===== config.mk =====
export PLATFORM = sky130hd
export DESIGN_NAME = hazard_fw_ctrl
export DESIGN_NICKNAME = d
export VERILOG_FILES = /design/src/rtl/hazard_fw_ctrl.sv
export SDC_FILE = /design/constraint.sdc
export NUM_CORES = 1
export LEC_CHECK = 0
export CORE_MARGIN = 1
export CORE_UTILIZATION = 57
export CTS_CLUSTER_SIZE = 40
export DETAILED_ROUTE_END_ITERATION = 8
export PLACE_DENSITY = 0.85
export SLEW_MARGIN = 10
export SYNTH_ARGS = -nofsm -noshare
export SYNTH_HDL_FRONTEND = slang
export SYNTH_SLANG_ARGS = --single-unit
export TNS_END_PERCENT = 5

===== constraint.sdc =====
create_clock -name clk -period 3.25 [get_ports clk]
set_clock_uncertainty 0.2 [all_clocks]
set_input_delay 0.325 -clock clk [delete_from_list [all_inputs] [get_ports clk]]
set_output_delay 0.325 -clock clk [all_outputs]
set_load 0.005 [all_outputs]

===== src/rtl/hazard_fw_ctrl.sv =====
// rtl/hazard_fw_ctrl.sv - stall and forwarding-select controller for the 5-stage pipeline
module hazard_fw_ctrl #(
  parameter int MULT_CYCLES = 5,
  parameter int DIV_CYCLES  = 10
) (
  input  logic       clk,
  input  logic       reset,
  input  logic [4:0] D_rs,
  input  logic [4:0] D_rt,
  input  logic [1:0] D_Tuse_rs,
  input  logic [1:0] D_Tuse_rt,
  input  logic [4:0] D_A3,
  input  logic [1:0] D_Tnew,
  input  logic       D_md_use,
  input  logic       D_md_start,
  input  logic       D_md_div,
  input  logic       flush,
  output logic       stall,
  output logic [1:0] D_FW_rs_sel,
  output logic [1:0] D_FW_rt_sel,
  output logic [1:0] E_FW_rs_sel,
  output logic [1:0] E_FW_rt_sel,
  output logic [1:0] M_FW_sel,
  output logic       md_busy
);

  // Shadow copies of the pipeline's destination/source bookkeeping
  logic [4:0] E_rs, E_rt, E_A3;
  logic [1:0] E_Tnew;
  logic       E_md_start, E_md_div;
  logic [4:0] M_rt, M_A3;
  logic [1:0] M_Tnew;
  logic [4:0] W_A3;
  logic [3:0] md_cnt;

  // Register-match terms; address 0 is hardwired zero and never a producer
  logic d_rs_e, d_rs_m, d_rs_w, d_rt_e, d_rt_m, d_rt_w;
  logic e_rs_m, e_rs_w, e_rt_m, e_rt_w, m_rt_w;

  assign d_rs_e = (D_rs != 5'd0) && (D_rs == E_A3);
  assign d_rs_m = (D_rs != 5'd0) && (D_rs == M_A3);
  assign d_rs_w = (D_rs != 5'd0) && (D_rs == W_A3);
  assign d_rt_e = (D_rt != 5'd0) && (D_rt == E_A3);
  assign d_rt_m = (D_rt != 5'd0) && (D_rt == M_A3);
  assign d_rt_w = (D_rt != 5'd0) && (D_rt == W_A3);
  assign e_rs_m = (E_rs != 5'd0) && (E_rs == M_A3);
  assign e_rs_w = (E_rs != 5'd0) && (E_rs == W_A3);
  assign e_rt_m = (E_rt != 5'd0) && (E_rt == M_A3);
  assign e_rt_w = (E_rt != 5'd0) && (E_rt == W_A3);
  assign m_rt_w = (M_rt != 5'd0) && (M_rt == W_A3);

  // Stall when a producer cannot deliver in time, or the MDU is occupied
  always_comb begin
    stall = 1'b0;
    if (d_rs_e && (E_Tnew > D_Tuse_rs)) stall = 1'b1;
    if (d_rs_m && (M_Tnew > D_Tuse_rs)) stall = 1'b1;
    if (d_rt_e && (E_Tnew > D_Tuse_rt)) stall = 1'b1;
    if (d_rt_m && (M_Tnew > D_Tuse_rt)) stall = 1'b1;
    if (D_md_use && ((md_cnt != 4'd0) || E_md_start)) stall = 1'b1;
  end

  // Forwarding selects, youngest ready producer wins
  always_comb begin
    D_FW_rs_sel = 2'd0;
    if (d_rs_e && (E_Tnew == 2'd0))      D_FW_rs_sel = 2'd3;
    else if (d_rs_m && (M_Tnew == 2'd0)) D_FW_rs_sel = 2'd2;
    else if (d_rs_w)                     D_FW_rs_sel = 2'd1;

    D_FW_rt_sel = 2'd0;
    if (d_rt_e && (E_Tnew == 2'd0))      D_FW_rt_sel = 2'd3;
    else if (d_rt_m && (M_Tnew == 2'd0)) D_FW_rt_sel = 2'd2;
    else if (d_rt_w)                     D_FW_rt_sel = 2'd1;

    E_FW_rs_sel = 2'd0;
    if (e_rs_m && (M_Tnew == 2'd0)) E_FW_rs_sel = 2'd2;
    else if (e_rs_w)                E_FW_rs_sel = 2'd1;

    E_FW_rt_sel = 2'd0;
    if (e_rt_m && (M_Tnew == 2'd0)) E_FW_rt_sel = 2'd2;
    else if (e_rt_w)                E_FW_rt_sel = 2'd1;

    M_FW_sel = m_rt_w ? 2'd1 : 2'd0;
  end

  // Advance the shadow pipeline; flush empties E/M/W, stall bubbles E only
  always_ff @(posedge clk) begin
    if (reset || flush) begin
      E_rs       <= 5'd0;
      E_rt       <= 5'd0;
      E_A3       <= 5'd0;
      E_Tnew     <= 2'd0;
      E_md_start <= 1'b0;
      E_md_div   <= 1'b0;
      M_rt       <= 5'd0;
      M_A3       <= 5'd0;
      M_Tnew     <= 2'd0;
      W_A3       <= 5'd0;
    end else begin
      if (stall) begin
        E_rs       <= 5'd0;
        E_rt       <= 5'd0;
        E_A3       <= 5'd0;
        E_Tnew     <= 2'd0;
        E_md_start <= 1'b0;
        E_md_div   <= 1'b0;
      end else begin
        E_rs       <= D_rs;
        E_rt       <= D_rt;
        E_A3       <= D_A3;
        E_Tnew     <= D_Tnew;
        E_md_start <= D_md_start;
        E_md_div   <= D_md_start & D_md_div;
      end
      M_rt   <= E_rt;
      M_A3   <= E_A3;
      M_Tnew <= (E_Tnew == 2'd0) ? 2'd0 : E_Tnew - 2'd1;
      W_A3   <= M_A3;
    end
  end

  // MDU busy counter; flush does not abort an operation already issued
  always_ff @(posedge clk) begin
    if (reset) begin
      md_cnt <= 4'd0;
    end else if (E_md_start) begin
      md_cnt <= E_md_div ? 4'(DIV_CYCLES) : 4'(MULT_CYCLES);
    end else if (md_cnt != 4'd0) begin
      md_cnt <= md_cnt - 4'd1;
    end
  end

  assign md_busy = (md_cnt != 4'd0);

endmodule

==> results_dict.tcl, run 1 <==
set metrics [dict create \
    cellLeakagePower_nw 1.174 \
    synthArstFlopShare 0 \
    place_ws_ns 0.3098 \
    synth_commonest_cells "dfxtp_1, xor2_1, xnor2_1" \
    reg2reg_to "E_A3[0]$_SDFF_PP0_" \
    die_x_um 65.95 \
    finalCritPeriodShare 0.9467 \
    r2r_cells 8 \
    grt_pass1_vias 1889 \
    crit_end "stall" \
    critical_path_required_ns 2.72 \
    synth_compound_area_frac 0.07085 \
    synthTopCellsByArea "dfxtp_1, xor2_1, xnor2_1" \
    ys_warn_count 0 \
    slowest_stage "or3b_2" \
    worst_slack_ns 0.1731 \
    startpoint_type "flip-flop" \
    io_buffers 37 \
    clk_latency_ns 0.29 \
    antenna_found_initial 0 \
    synthAdderAreaFrac 0.05904 \
    ant_nets 0 \
    grt_pass1_wl_mm 8.887 \
    synth_seq_area_share 0.3435 \
    crit_fanout 6 \
    dpl-instance-area_um2 2681 \
    cts_root_buffer "clkbuf_8" \
    synth_edf_count 0 \
    drc_errors 0 \
    synth_ff_type "dfxtp_1" \
    final_cells 348 \
    synth_mux_area_frac 0 \
    cts.sinks 40 \
    dp_hpwl_mm 3.792 \
    hold_path_class "flip-flop to flip-flop" \
    syn-num-nets 313 \
    core-area_um2 3799 \
    ys_ff_latch 40 \
    drt_iter0_drc 136 \
    netlist-cell-type-count 39 \
    slew_viol_final 0 \
    syn_avg_cell_area_um2 8.476 \
    vias 1945 \
    setup-tns-final_ns 0 \
    htreeDepth 2 \
    rsz0062_at_grt "false" \
    post-place-cells 341 \
    final_area_um2 2763 \
    ios 39 \
    finalSetupViolations 0 \
    synth_area_leader_cell "dfxtp_1" \
    nets 338 \
    post_cts_buffers 0 \
    critPathLaunch "md_cnt[0]$_SDFFE_PP0N_" \
    grt.overflow.total 0 \
    synth_simple_gate_area_share 0.2389 \
    cp-end-kind "output pin" \
    rows 22 \
    r2r_setup_slack_ns 0.92 \
    cts.clk_slew.worst_paths_ns 0.07 \
    synth.most_common_cell "dfxtp_1" \
    die_area_um2 4349 \
    synth_top_family_by_area "simple AND/OR/NAND/NOR gates" \
    grt_max_degree 27 \
    reg2reg_from "md_cnt[0]$_SDFFE_PP0N_" \
    synthesis.area_um2 2331 \
    synth_top_cell_area_share 0.3435 \
    area_delta_synth_final_pct 18.52 \
    synthCells 275 \
    cts_tree "built" \
    hold_start "E_Tnew[0]$_SDFF_PP0_" \
    drive_gt1_frac 0.07000 \
    cpPeakStageDelay_ns 0.53 \
    cp.arrival_ns 2.55 \
    power.density_nw_per_um2 485.3 \
    ir_drop_v 0.0004169 \
    synth-xor-area-share 0.2067 \
    drv_cap 0 \
    cts_inserted_buffers 5 \
    first_pass_iters 4 \
    fmax_ghz 0.3250 \
    hold_violations 0 \
    grt.total_usage 0.2748 \
    cts_buffer_depth 2 \
    crit_chain "inv_1, ha_1, or3b_2, o21ai_1, o41ai_1, a21o_1, or2_1, clkdlybuf4s50_1" \
    outcome "complete, no violations" \
    min_period_ns 3.077 \
    path_class "flip-flop to output pin" \
    post-route-util 0.7273 \
    wl_per_cell_um 14.97 \
    initial_utilization 0.6136 \
    n_antenna_cell 0 \
    vias_per_cell 5.589 \
    die_y_um 65.95 \
    wl_mm 5.211 \
    routabilityCongestion 0.8980 \
]
==> cell families after synthesis <==
family                   count (synthesis)
AO/OA/AOI/OAI                           26
XOR/XNOR                                55
adder cells (fa/ha/maj)                 11
buffers and inverters                   39
flip-flops                              40
other                                    1
AND/OR/NAND/NOR                        103
==> worst min path at each step <==
| stage | endpoint | slack (ns) | depth (start not counted) |
|---|---|---|---|
| global placement | M_Tnew[0]$_SDFF_PP0_ | 0.21 | 1 |
| CTS | M_Tnew[0]$_SDFF_PP0_ | 0.23 | 1 |
| detailed placement | M_Tnew[0]$_SDFF_PP0_ | 0.22 | 1 |
| finish | M_Tnew[0]$_SDFF_PP0_ | 0.23 | 1 |
| global route | M_Tnew[0]$_SDFF_PP0_ | 0.27 | 1 |
| floorplan | M_Tnew[0]$_SDFF_PP0_ | 0.20 | 1 |
==> worst max-delay path: cells and delay by family, from the launching register on <==
kind	cells	cell delay [ns]
adder cells (fa/ha/maj)	1	0.14
AND/OR/NAND/NOR	2	0.76
AO/OA/AOI/OAI	3	0.50
buffers and inverters	2	0.54
flip-flops	1	0.34
==> sequential cells by signal, indices dropped and copies added, names as in the netlist <==
register,count
E_A3,5
M_A3,5
M_rt,5
E_rt,5
md_cnt,4
E_md_start,1
E_md_div,1
W_A3,5
E_rs,5
E_Tnew,2
M_Tnew,2
==> what timing repair did <==
item | CTS | global route
hold buffers | 0 | 0
setup endpoints to repair | 0 | 1
gates resized for setup | 0 | 1
==> cell type report <==
type | count | area (µm²)
clock buffers | 5 | 68.82
clock inverters | 2 | 12.51
fillers | 308 | 1036
inverters | 12 | 45.04
multi-input cells | 196 | 1345
flip-flops and latches | 40 | 800.8
well taps | 48 | 60.06
repair buffers | 45 | 430.4
==> layer usage <==
layer,wire [µm],track usage,vias to the layer above
li1,-,-,958
met3,306,0.06207,12
met4,116,0.1011,0
met1,2282,0.3351,904
met5,0,0,-
met2,2505,0.4681,71
==> cell usage in the layout, fill, tap and decap left out, types with 2 or more instances in the layout <==
cell             instances
o21ai_0                  3
a22oi_1                  2
nor2_1                   9
and2_1                  13
nor3_2                   2
nor3_1                  24
nand2_1                 25
buf_4                    8
or4_1                    3
a21oi_1                 10
clkbuf_8                 5
nor2b_1                  2
inv_1                   12
nor4_1                   8
a211oi_1                 3
nand4_1                  3
nand3_1                  6
a21o_1                   2
xnor2_1                 27
ha_1                    11
clkdlybuf4s50_1         37
xor2_1                  28
dfxtp_1                 40
==> metrics by stage <==
step / hold slack, ns / power [mW]
floorplan: 0.1972 / 0.8895
global placement: 0.2149 / 1.018
detailed placement: 0.2182 / 1.032
CTS: 0.2282 / 1.346
global route: 0.2707 / 1.428
finish: 0.2293 / 1.341
==> power by group <==
| part | internal [mW] | total, mW | switching (mW) | leakage, nW |
|---|---|---|---|---|
| Clock | 0.145 | 0.312 | 0.167 | 0.0400 |
| Sequential | 0.533 | 0.577 | 0.0439 | 0.326 |
| Combinational | 0.239 | 0.452 | 0.213 | 0.809 |
Power figures use the tool's default switching activity.
==> inputs of run 2 (changes only) <==
--- a/config.mk
+++ b/config.mk
@@ -9,6 +9,7 @@
 export CORE_UTILIZATION = 57
 export CTS_CLUSTER_SIZE = 40
 export DETAILED_ROUTE_END_ITERATION = 8
+export HOLD_SLACK_MARGIN = 0.02
 export PLACE_DENSITY = 0.85
 export SLEW_MARGIN = 10
 export SYNTH_ARGS = -nofsm -noshare
==> results of run 2 <==
Final layout, timing and power as in run 1 (identical DEF).
==> inputs of run 3 (changes only) <==
--- a/config.mk
+++ b/config.mk
@@ -5,10 +5,12 @@
 export SDC_FILE = /design/constraint.sdc
 export NUM_CORES = 1
 export LEC_CHECK = 0
+export ABC_AREA = 1
 export CORE_MARGIN = 1
 export CORE_UTILIZATION = 57
 export CTS_CLUSTER_SIZE = 40
 export DETAILED_ROUTE_END_ITERATION = 8
+export GPL_ROUTABILITY_DRIVEN = 0
 export HOLD_SLACK_MARGIN = 0.02
 export PLACE_DENSITY = 0.85
 export SLEW_MARGIN = 10
==> run 3 against run 2 <==
  * Final area grew 4.1%
  * Via count is 14% higher
  * Largest cell class unchanged
  * Clock-buffer cell count unchanged
  * Fmax up 11%
  * Largest power group unchanged
  * Critical endpoint is now D_FW_rt_sel[0]
  * Wire length grew 7.1%
  * Combinational power shrank 4%
==> results_dict.tcl, run 3 <==
set metrics [dict create \
    outcome "complete, no violations" \
    synth_area_leader_cell "dfxtp_1" \
    r2r_setup_slack_ns 1.27 \
    fmax_ghz 0.3621 \
    cp.arrival_ns 2.24 \
    cts_inserted_buffers 5 \
    r2r_cells 8 \
    synth_top_cell_area_share 0.3390 \
    place_ws_ns 0.5078 \
    worst_slack_ns 0.4880 \
    min_period_ns 2.762 \
    wl_mm 5.581 \
    nets 403 \
    dp_hpwl_mm 4.205 \
    power_mw 1.474 \
    post_cts_buffers 0 \
    vias 2208 \
    power.density_nw_per_um2 512.7 \
    grt.overflow.total 0 \
    hold_violations 0 \
    htreeDepth 2 \
    startpoint_type "input pin" \
    grt_pass1_wl_mm 9.121 \
    dpl-instance-area_um2 2746 \
    relSlewSlack 0.6582 \
    layout_common_cells "nand2_1, nor2_1, inv_1" \
    setup-tns-final_ns 0 \
    finalSetupViolations 0 \
    syn_avg_cell_area_um2 7.158 \
    final_common_cell "nand2_1" \
    synth_edf_count 0 \
    synthCells 330 \
    final_area_um2 2875 \
    io_buffers 37 \
    cp-end-kind "output pin" \
    ys_ff_latch 40 \
    synthTopCellsByArea "dfxtp_1, nand2_1, nor2_1" \
    area_delta_synth_final_pct 21.72 \
    ctsResizeCount 0 \
    syn-num-nets 368 \
    drv_cap 0 \
    path_class "input pin to output pin" \
    synth_commonest_cells "nand2_1, nor2_1, inv_1" \
    cts.sinks 40 \
    drc_errors 0 \
    netlist-cell-type-count 32 \
    worst_slew_pin_slew_ns 0.5095 \
    multi_input_comb_area_um2 1299 \
    clk_latency_ns 0.29 \
    hold_start "E_Tnew[0]$_SDFF_PP0_" \
    synthesis.area_um2 2362 \
    finalCritPeriodShare 0.8498 \
    holdPathEnd "M_Tnew[0]$_SDFF_PP0_" \
    core-area_um2 4000 \
    ant_nets 0 \
    ir_drop_v 0.0003189 \
    critical_path_required_ns 2.72 \
    synth_seq_area_share 0.3390 \
    first_pass_iters 5 \
    die_x_um 66.38 \
    ios 39 \
    cts_tree "built" \
    slew_viol_final 0 \
    hold_path_class "flip-flop to flip-flop" \
    synth_ff_type "dfxtp_1" \
    hold_depth 1 \
    vias_per_cell 5.320 \
    grt_pass1_vias 2091 \
    die_y_um 66.38 \
    post-route-util 0.7188 \
    wl_per_cell_um 13.45 \
    reg2reg_to "E_md_div$_SDFF_PP0_" \
    synth.most_common_cell "nand2_1" \
    nFillCells 313 \
    crit_fanout 4 \
    rows 23 \
    initial_utilization 0.5906 \
    cts.clk_slew.worst_paths_ns 0.07 \
    grt_max_degree 20 \
    drt_iter0_drc 173 \
    n_antenna_cell 0 \
    reg2reg_from "md_cnt[0]$_SDFFE_PP0N_" \
    die_area_um2 4406 \
    cts_buffer_depth 2 \
    ys_warn_count 0 \
    rsz0062_at_grt "false" \
    synthArstFlopShare 0 \
    grt.total_usage 0.2792 \
    cts_root_buffer "clkbuf_8" \
    drive_gt1_frac 0.09589 \
    antenna_found_initial 0 \
    cts-hold-fix-buffers 0 \
    seq_area_um2 800.8 \
    cellLeakagePower_nw 1.297 \
]
run 3: routing by layer:
| layer | vias up | part of all wire | track usage |
|---|---|---|---|
| li1 | 1093 | - | - |
| met4 | 0 | 0.025 | 0.1144 |
| met3 | 17 | 0.072 | 0.03966 |
| met1 | 1002 | 0.40 | 0.3355 |
| met5 | - | 0 | 0 |
| met2 | 96 | 0.50 | 0.4936 |
run 3: logic make-up (layout without fill, tap and decap cells):
family,Yosys count,in the layout,share of synthesized area
buffers and inverters,66,101,0.1112
XOR/XNOR,36,36,0.1335
flip-flops,40,40,0.3390
AO/OA/AOI/OAI,20,20,0.04925
other,1,1,0.001587
adder cells (fa/ha/maj),11,11,0.05826
AND/OR/NAND/NOR,156,156,0.3072
run 3: per-stage QoR:
stage,hold WS (ns),cells
2_1_floorplan,0.1966,330
3_3_place_gp,0.2074,408
3_5_place_dp,0.2116,408
4_1_cts,0.2226,415
5_1_grt,0.2453,415
6_report,0.2226,415
run 3: how the worst max path moves through the flow:
stage	startpoint	to	slack, ns
floorplan	D_Tuse_rs[1]	E_rs[0]$_SDFF_PP0_	1.49
global placement	D_Tuse_rs[1]	stall	0.53
detailed placement	D_Tuse_rs[1]	stall	0.51
CTS	D_Tuse_rs[1]	stall	0.49
global route	D_Tuse_rs[1]	stall	0.42
finish	D_rt[0]	D_FW_rt_sel[0]	0.49
run 3: final cells by class:
| cell class | count | area share |
|---|---|---|
| multi-input combinational | 224 | 0.4517 |
| clock inverter | 2 | 0.02089 |
| tap | 50 | 0.02176 |
| inverter | 57 | 0.07441 |
| timing repair buffer | 37 | 0.1288 |
| clock buffer | 5 | 0.02393 |
| sequential | 40 | 0.2785 |
run 3: power breakdown:
part | total [mW] | leakage (nW) | switching (mW) | internal, mW
clock network | 0.472 | 0.0642 | 0.169 | 0.302
logic | 0.434 | 0.907 | 0.222 | 0.212
registers | 0.569 | 0.326 | 0.0361 | 0.532
run 3: critical path: stages:
cell and delay, ns:
clkdlybuf4s50_1 0.62, inv_1 0.13, nand2_1 0.10, nor2_2 0.06, nor4_1 0.32, nand2_1 0.10, nand2_1 0.09, clkdlybuf4s50_1 0.49
